File: src/rtl/ahb_lite_master_if.sv
// AHB-Lite bus bundle between one master and the slave side.
//   master modport: drives HADDR/HWRITE/HSIZE/HBURST/HTRANS/HWDATA,
//                   samples HREADY/HRESP/HRDATA
//   slave modport : the mirror image
interface ahb_lite_master_if #(
  parameter int AddresseWidth = 4,
  parameter int DataWidth     = 8
);
  logic [AddresseWidth-1:0] HADDR;
  logic                     HWRITE;
  logic [2:0]               HSIZE;
  logic [2:0]               HBURST;
  logic [1:0]               HTRANS;
  logic [DataWidth-1:0]     HWDATA;
  logic                     HREADY;
  logic                     HRESP;
  logic [DataWidth-1:0]     HRDATA;

  modport master (
    output HADDR, HWRITE, HSIZE, HBURST, HTRANS, HWDATA,
    input  HREADY, HRESP, HRDATA
  );

  modport slave (
    input  HADDR, HWRITE, HSIZE, HBURST, HTRANS, HWDATA,
    output HREADY, HRESP, HRDATA
  );
endinterface

File: src/rtl/ahb_lite_master.sv
// Command-driven AHB-Lite master. One accepted command becomes a SINGLE or
// INCR burst of byte beats, each address phase overlapping the previous
// beat's data phase. Read data, a done pulse and an error flag go back to
// the local requester.
// Ports:
//   HCLK, HRESETn          bus clock, async active-low reset
//   CmdValid/CmdReady      command handshake; CmdWrite, CmdAddr, CmdLen (beats-1)
//   WdData/WdValid/WdReady write data stream, popped on each write address phase
//   RdData/RdValid         read data, one-cycle pulse per beat
//   Done/Err               end-of-command pulse, Err=1 when the slave answered ERROR
//   ahb                    AHB-Lite master bus
//
// state | meaning
// IDLE  | ready for a command, bus idle
// ADDR  | first beat's address phase (writes wait here for WdValid)
// BURST | later address phases overlapping previous data phases
// LAST  | all addresses issued, waiting for the final data phase
// ERR   | first ERROR cycle seen, bus idled, waiting for the second cycle
module ahb_lite_master #(
  parameter int AddresseWidth = 4,
  parameter int DataWidth     = 8,
  parameter int LenWidth      = 4
) (
  input  logic                     HCLK,
  input  logic                     HRESETn,
  input  logic                     CmdValid,
  output logic                     CmdReady,
  input  logic                     CmdWrite,
  input  logic [AddresseWidth-1:0] CmdAddr,
  input  logic [LenWidth-1:0]      CmdLen,
  input  logic [DataWidth-1:0]     WdData,
  input  logic                     WdValid,
  output logic                     WdReady,
  output logic [DataWidth-1:0]     RdData,
  output logic                     RdValid,
  output logic                     Done,
  output logic                     Err,
  ahb_lite_master_if.master        ahb
);

  typedef enum logic [2:0] {ST_IDLE, ST_ADDR, ST_BURST, ST_LAST, ST_ERR} state_t;

  localparam logic [1:0] TR_IDLE   = 2'b00;
  localparam logic [1:0] TR_BUSY   = 2'b01;
  localparam logic [1:0] TR_NONSEQ = 2'b10;
  localparam logic [1:0] TR_SEQ    = 2'b11;

  state_t                   state_q, state_d;
  logic [AddresseWidth-1:0] haddr_q, haddr_d;
  logic                     hwrite_q, hwrite_d;
  logic [2:0]               hburst_q, hburst_d;
  logic [DataWidth-1:0]     hwdata_q, hwdata_d;
  logic [LenWidth-1:0]      len_q, len_d;
  logic [LenWidth:0]        issued_q, issued_d;
  logic [LenWidth:0]        completed_q, completed_d;
  logic [DataWidth-1:0]     rd_data_q, rd_data_d;
  logic                     rd_valid_q, rd_valid_d;
  logic                     done_q, done_d;
  logic                     err_q, err_d;

  logic [1:0]               htrans;
  logic                     wd_ready;
  logic [LenWidth:0]        beats;
  logic                     dphase;
  logic                     addr_done;

  assign beats  = {1'b0, len_q} + (LenWidth+1)'(1);
  // A data phase is outstanding whenever more beats were issued than completed.
  assign dphase = (issued_q != completed_q);

  always_comb begin
    state_d     = state_q;
    haddr_d     = haddr_q;
    hwrite_d    = hwrite_q;
    hburst_d    = hburst_q;
    hwdata_d    = hwdata_q;
    len_d       = len_q;
    issued_d    = issued_q;
    completed_d = completed_q;
    rd_data_d   = rd_data_q;
    rd_valid_d  = 1'b0;
    done_d      = 1'b0;
    err_d       = 1'b0;
    htrans      = TR_IDLE;
    wd_ready    = 1'b0;
    addr_done   = 1'b0;

    case (state_q)
      ST_IDLE: begin
        if (CmdValid) begin
          haddr_d     = CmdAddr;
          hwrite_d    = CmdWrite;
          hburst_d    = (CmdLen == '0) ? 3'b000 : 3'b001;
          len_d       = CmdLen;
          issued_d    = '0;
          completed_d = '0;
          state_d     = ST_ADDR;
        end
      end
      ST_ADDR:  htrans = (!hwrite_q || WdValid) ? TR_NONSEQ : TR_IDLE;
      ST_BURST: htrans = (hwrite_q && !WdValid) ? TR_BUSY : TR_SEQ;
      default:  htrans = TR_IDLE;
    endcase

    addr_done = ahb.HREADY && (htrans == TR_NONSEQ || htrans == TR_SEQ);
    if (addr_done) begin
      issued_d = issued_q + (LenWidth+1)'(1);
      haddr_d  = haddr_q + AddresseWidth'(1);
      if (hwrite_q) begin
        wd_ready = 1'b1;
        hwdata_d = WdData;
      end
      state_d = (issued_q + (LenWidth+1)'(1) == beats) ? ST_LAST : ST_BURST;
    end

    if (state_q == ST_ADDR || state_q == ST_BURST || state_q == ST_LAST) begin
      if (dphase && ahb.HREADY && !ahb.HRESP) begin
        completed_d = completed_q + (LenWidth+1)'(1);
        if (!hwrite_q) begin
          rd_valid_d = 1'b1;
          rd_data_d  = ahb.HRDATA;
        end
        if (state_q == ST_LAST) begin
          done_d  = 1'b1;
          state_d = ST_IDLE;
        end
      end else if (dphase && ahb.HRESP && !ahb.HREADY) begin
        // First ERROR cycle: any pending address phase cannot complete
        // (HREADY=0), so dropping to ERR cancels it on the next cycle.
        state_d = ST_ERR;
      end
    end

    if (state_q == ST_ERR && ahb.HREADY) begin
      done_d  = 1'b1;
      err_d   = 1'b1;
      state_d = ST_IDLE;
    end
  end

  always_ff @(posedge HCLK or negedge HRESETn) begin
    if (!HRESETn) begin
      state_q     <= ST_IDLE;
      haddr_q     <= '0;
      hwrite_q    <= 1'b0;
      hburst_q    <= 3'b000;
      hwdata_q    <= '0;
      len_q       <= '0;
      issued_q    <= '0;
      completed_q <= '0;
      rd_data_q   <= '0;
      rd_valid_q  <= 1'b0;
      done_q      <= 1'b0;
      err_q       <= 1'b0;
    end else begin
      state_q     <= state_d;
      haddr_q     <= haddr_d;
      hwrite_q    <= hwrite_d;
      hburst_q    <= hburst_d;
      hwdata_q    <= hwdata_d;
      len_q       <= len_d;
      issued_q    <= issued_d;
      completed_q <= completed_d;
      rd_data_q   <= rd_data_d;
      rd_valid_q  <= rd_valid_d;
      done_q      <= done_d;
      err_q       <= err_d;
    end
  end

  // HTRANS is decoded from state and WdValid; the requester keeps WdValid
  // asserted until WdReady, so HTRANS holds through wait states.
  assign ahb.HADDR  = haddr_q;
  assign ahb.HWRITE = hwrite_q;
  assign ahb.HSIZE  = 3'b000;
  assign ahb.HBURST = hburst_q;
  assign ahb.HTRANS = htrans;
  assign ahb.HWDATA = hwdata_q;

  assign CmdReady = (state_q == ST_IDLE);
  assign WdReady  = wd_ready;
  assign RdData   = rd_data_q;
  assign RdValid  = rd_valid_q;
  assign Done     = done_q;
  assign Err      = err_q;

endmodule

File: src/flat_wrapper.sv
// flat-port wrapper written by rule: the top's interface ports become plain ports
module ahb_lite_master_flat 
#(
  parameter int AddresseWidth = 4,
  parameter int DataWidth     = 8,
  parameter int LenWidth      = 4
)
  (HCLK, HRESETn, CmdValid, CmdReady, CmdWrite, CmdAddr, CmdLen, WdData, WdValid, WdReady, RdData, RdValid, Done, Err, ahb_HADDR, ahb_HWRITE, ahb_HSIZE, ahb_HBURST, ahb_HTRANS, ahb_HWDATA, ahb_HREADY, ahb_HRESP, ahb_HRDATA);
  ahb_lite_master_if #(.AddresseWidth(AddresseWidth), .DataWidth(DataWidth)) ahb_i ();
  input  logic HCLK;
  input  logic HRESETn;
  input  logic CmdValid;
  output logic CmdReady;
  input  logic CmdWrite;
  input  logic [AddresseWidth-1:0] CmdAddr;
  input  logic [LenWidth-1:0] CmdLen;
  input  logic [DataWidth-1:0] WdData;
  input  logic WdValid;
  output logic WdReady;
  output logic [DataWidth-1:0] RdData;
  output logic RdValid;
  output logic Done;
  output logic Err;
  output wire logic [$bits(ahb_i.HADDR)-1:0] ahb_HADDR;
  output wire logic [$bits(ahb_i.HWRITE)-1:0] ahb_HWRITE;
  output wire logic [$bits(ahb_i.HSIZE)-1:0] ahb_HSIZE;
  output wire logic [$bits(ahb_i.HBURST)-1:0] ahb_HBURST;
  output wire logic [$bits(ahb_i.HTRANS)-1:0] ahb_HTRANS;
  output wire logic [$bits(ahb_i.HWDATA)-1:0] ahb_HWDATA;
  input wire logic [$bits(ahb_i.HREADY)-1:0] ahb_HREADY;
  input wire logic [$bits(ahb_i.HRESP)-1:0] ahb_HRESP;
  input wire logic [$bits(ahb_i.HRDATA)-1:0] ahb_HRDATA;
  assign ahb_HADDR = ahb_i.HADDR;
  assign ahb_HWRITE = ahb_i.HWRITE;
  assign ahb_HSIZE = ahb_i.HSIZE;
  assign ahb_HBURST = ahb_i.HBURST;
  assign ahb_HTRANS = ahb_i.HTRANS;
  assign ahb_HWDATA = ahb_i.HWDATA;
  assign ahb_i.HREADY = ahb_HREADY;
  assign ahb_i.HRESP = ahb_HRESP;
  assign ahb_i.HRDATA = ahb_HRDATA;
  ahb_lite_master #(.AddresseWidth(AddresseWidth), .DataWidth(DataWidth), .LenWidth(LenWidth)) u_core (.HCLK(HCLK), .HRESETn(HRESETn), .CmdValid(CmdValid), .CmdReady(CmdReady), .CmdWrite(CmdWrite), .CmdAddr(CmdAddr), .CmdLen(CmdLen), .WdData(WdData), .WdValid(WdValid), .WdReady(WdReady), .RdData(RdData), .RdValid(RdValid), .Done(Done), .Err(Err), .ahb(ahb_i));
endmodule
File: config.mk
export PLATFORM = sky130hd
export DESIGN_NAME = ahb_lite_master_flat
export DESIGN_NICKNAME = d
export VERILOG_FILES = /design/src/rtl/ahb_lite_master_if.sv /design/src/rtl/ahb_lite_master.sv /design/src/flat_wrapper.sv
export SDC_FILE = /design/constraint.sdc
export NUM_CORES = 1
export LEC_CHECK = 0
export BUFFER_PORTS_ARGS = -buffer_cell sky130_fd_sc_hd__buf_2
export CORE_UTILIZATION = 55
export CTS_BUF_LIST = sky130_fd_sc_hd__clkbuf_8 sky130_fd_sc_hd__clkbuf_16
export DETAILED_ROUTE_END_ITERATION = 16
export PLACE_DENSITY = 0.95
export RECOVER_POWER = 25
export SYNTH_ARGS = -nofsm -noshare
export SYNTH_HDL_FRONTEND = slang
export SYNTH_SLANG_ARGS = --single-unit
File: constraint.sdc
create_clock -name HCLK -period 4 [get_ports HCLK]
set_input_delay 0.8 -clock HCLK [delete_from_list [all_inputs] [get_ports HCLK]]
set_output_delay 0.8 -clock HCLK [all_outputs]
set_load 0.01 [all_outputs]
==> metrics <==
Avg WL per Cell=14.6 um; Clock transition at path regs=roughly 80 ps; 1st-pass router iterations=4; failing checks=max-capacitance violations, max-slew violations; mapped cell area=around 2200 sq um; Highest Signal Layer=met4; hold path cells=2; DP Cell Count=between 300 and 400; DIE AREA=between 4000 and 5000 sq um; Worst VDD drop=0.000453 V; Worst path max stage delay=~530 ps; FF-to-FF path depth=4; Post-Synthesis Cells=between 200 and 250; maxcap violations=1; EDFF count, synth=0; Comb pwr share=0.421; Synth Area in XOR/XNOR=0.0683; clk_lat worst skew=about 300 ps; IO Count=between 60 and 70; first-pass GRT wire length=approximately 7600 um; largest net degree at the start of global routing=43; share of the yosys chip area belonging to registers=0.486; Compound-Gate Fraction of Synth Area=0.0810; proportion of synthesized area in mux cells=0.116; WL final=between 4000 and 5000 um; slowest CP cell=dfrtp_1; Worst EP arrival=1920 ps; Initial Utilization=0.582; worst clock skew=approximately 7.3 ps; Detailed Place HPWL=3370 um; GPL Wtd Cong=between 0.8 and 0.9; Non-Filler Instances=between 300 and 400; Sequential Power Share=0.412; Synth warnings=0; Hold Crit Class=flop to flop; Max Clock Freq=between 300 and 400 MHz; CTS tree=done; final hold slack=approximately 500 ps; Tmin final=between 2000 and 3000 ps; vias per cell=about 5.5; Net Switching=~0.78 mW; hold_sp=u_core.ahb.HBURST[0]; CTS root buf=clkbuf_8; Routed Antenna Nets=0; Clock power frac=0.167; worst reg2reg startpoint=u_core.state_q[1]; TritonCTS Sinks=42; critical path cell sequence=xor2_2 -> and4_1 -> nand2_4 -> inv_1 -> buf_2; Final #Nets=298; Synth Area in Simple Gates=0.182; Syn Area/Cell=approximately 11 sq um; Tot GR Track Use=0.244; TritonCTS Buffers=5; pwr/cell area=approximately 770 nW/um^2; via count=approximately 1700; DR WL met3=approximately 250 um; critical path endpoint category=output pin; final period utilization=0.681; Crit Path Max Fanout=10; Post-CTS Setup Bufs=0; R2R Setup Slk=2120 ps; post-synth top area cell=dfrtp_1; worst reg2reg endpoint=u_core.ahb.HWDATA[3]; Setup CP Type=flop to output pin; Std-Cell Rows=22; Met1 Routed Length=between 1500 and 2000 um; Ant. Diodes=0; synth-to-layout area growth=18.6%; Crit path max-delay family=simple AND/OR/NAND/NOR gates; met2 wire length=2320 um; Slew Viols, Final=43; asr flop ratio synth=1.00; cell-internal power=between 1 and 1.5 mW; adder-cell share of the synthesized area=0.0231; antenna violations before repair=0; Final Hold Vio Count=0; clock buffer depth=2; RSZ-0062 raised after global routing=false; top cells by count, synth=dfrtp_1 (42), nand2_1 (36), nor2_1 (11), o21ai_0 (11), xor2_1 (11); synth unique cells=43; WP buf/inv=2; vias in the first global route=between 1500 and 2000; setup violators final=0; post-synthesis register bit count=between 40 and 50; Finished Core Util=0.690; GR Overflow Total=0; Pleak=1.34 nW; relative slew slack=-0.445; Worst Path Required=around 3200 ps; area post-placement=roughly 2500 sq um; top post-synthesis cells by area=dfrtp_1 (49%), nand2_1 (6.3%), mux2_4 (5.6%); layout cells sized above 1=0.345; fin area=roughly 2600 sq um; H-tree depth=2; outcome=finished with violations; drt drc=0; # hold bufs at CTS=0; final setup TNS=0 ps; CP Launch Type=flop; Die W=about 65 um; core area=3720 sq um; IO Port Bufs=59; post-synth top area share=0.486; Die H=approximately 65 um; largest family of logic cells by synthesized area=simple AND/OR/NAND/NOR gates; Hold EP=u_core.ahb.HBURST[0]; worst slew pin tran=2170 ps; Switching Fraction=0.394; Post-synth top flop=dfrtp_1; most common cell in the netlist=dfrtp_1; Iter 0 DRT Violations=236; CTS-repair resized insts=0
## registers in the layout, summed over array words and instances, names as in the netlist
| register | count |
|---|---|
| u_core.ahb.HADDR | 4 |
| u_core.len_q | 4 |
| u_core.ahb.HBURST | 1 |
| u_core.Done | 1 |
| u_core.ahb.HWDATA | 8 |
| u_core.completed_q | 5 |
| u_core.RdData | 8 |
| u_core.RdValid | 1 |
| u_core.state_q | 3 |
| u_core.Err | 1 |
| u_core.ahb.HWRITE | 1 |
| u_core.issued_q | 5 |
## cell families after synthesis
logic type      after synthesis
simple gates                 81
flops                        42
compound gates               25
mux                          20
xor+xnor                     16
buf+inv                      15
fa+ha+maj                     4
other cells                   1
## worst max path at each step
stage / start / endpoint / slack (ps) / cells past startpoint
final: u_core.state_q[1] / WdReady / 1280 / 5
after global placement: WdValid / WdReady / 1390 / 6
after floorplan: WdValid / WdReady / 1670 / 5
after CTS: u_core.state_q[2] / WdReady / 1290 / 5
after global routing: HRESETn / u_core.issued_q[2] / 1090 / 1
after detailed placement: WdValid / WdReady / 1340 / 6
## cell type report
| cell class | instances | area (sq um) |
|---|---|---|
| repair buffers | 59 | 294 |
| well taps | 48 | 60.1 |
| multi-input cells | 151 | 1030 |
| clock inverters | 3 | 40.0 |
| fillers | 283 | 1150 |
| clock buffers | 5 | 68.8 |
| flip-flops and latches | 42 | 1050 |
| inverters | 4 | 15.0 |
## power groups by stage
| stage | sequential, mW | combinational (mW) | clock, mW |
|---|---|---|---|
| detailed placement | 0.816 | 0.831 | 0 |
| finish | 0.813 | 0.832 | 0.331 |
| CTS | 0.810 | 0.840 | 0.337 |
| floorplan | 0.804 | 0.579 | 0 |
| global placement | 0.798 | 0.791 | 0 |
| global route | 0.841 | 0.920 | 0.359 |
## metal layers
| layer | global-route usage | vias to the layer above |
|---|---|---|
| li1 | - | 809 |
| met3 | 0.0704 | 7 |
| met5 | 0 | - |
| met2 | 0.400 | 69 |
| met1 | 0.316 | 843 |
| met4 | 0.0611 | 0 |
## tightest hold or removal path, cell delays in order (launching register included)
cell and delay [ps]:
dfrtp_1 350, nand2_1 50, o21ai_0 70
## metrics by stage
stage / total power [mW] / setup WS (ps)
after CTS: 1.99 / 1290
after detailed placement: 1.65 / 1340
after global routing: 2.12 / 1090
final: 1.98 / 1280
after floorplan: 1.38 / 1670
after global placement: 1.59 / 1390
## cells in the final DEF (no fill, tap or decap), drive strengths merged, types with 4 or more instances in the layout
master and instances:
xor2 12, ha 4, inv 4, o21ai 11
nand4 4, mux2i 4, nand3 10, nor2 11
buf 58, nor3 7, xnor2 4, nand2 38
dfrtp 42, mux2 16, clkbuf 6, conb 5
(Power assumes the default switching activity.)
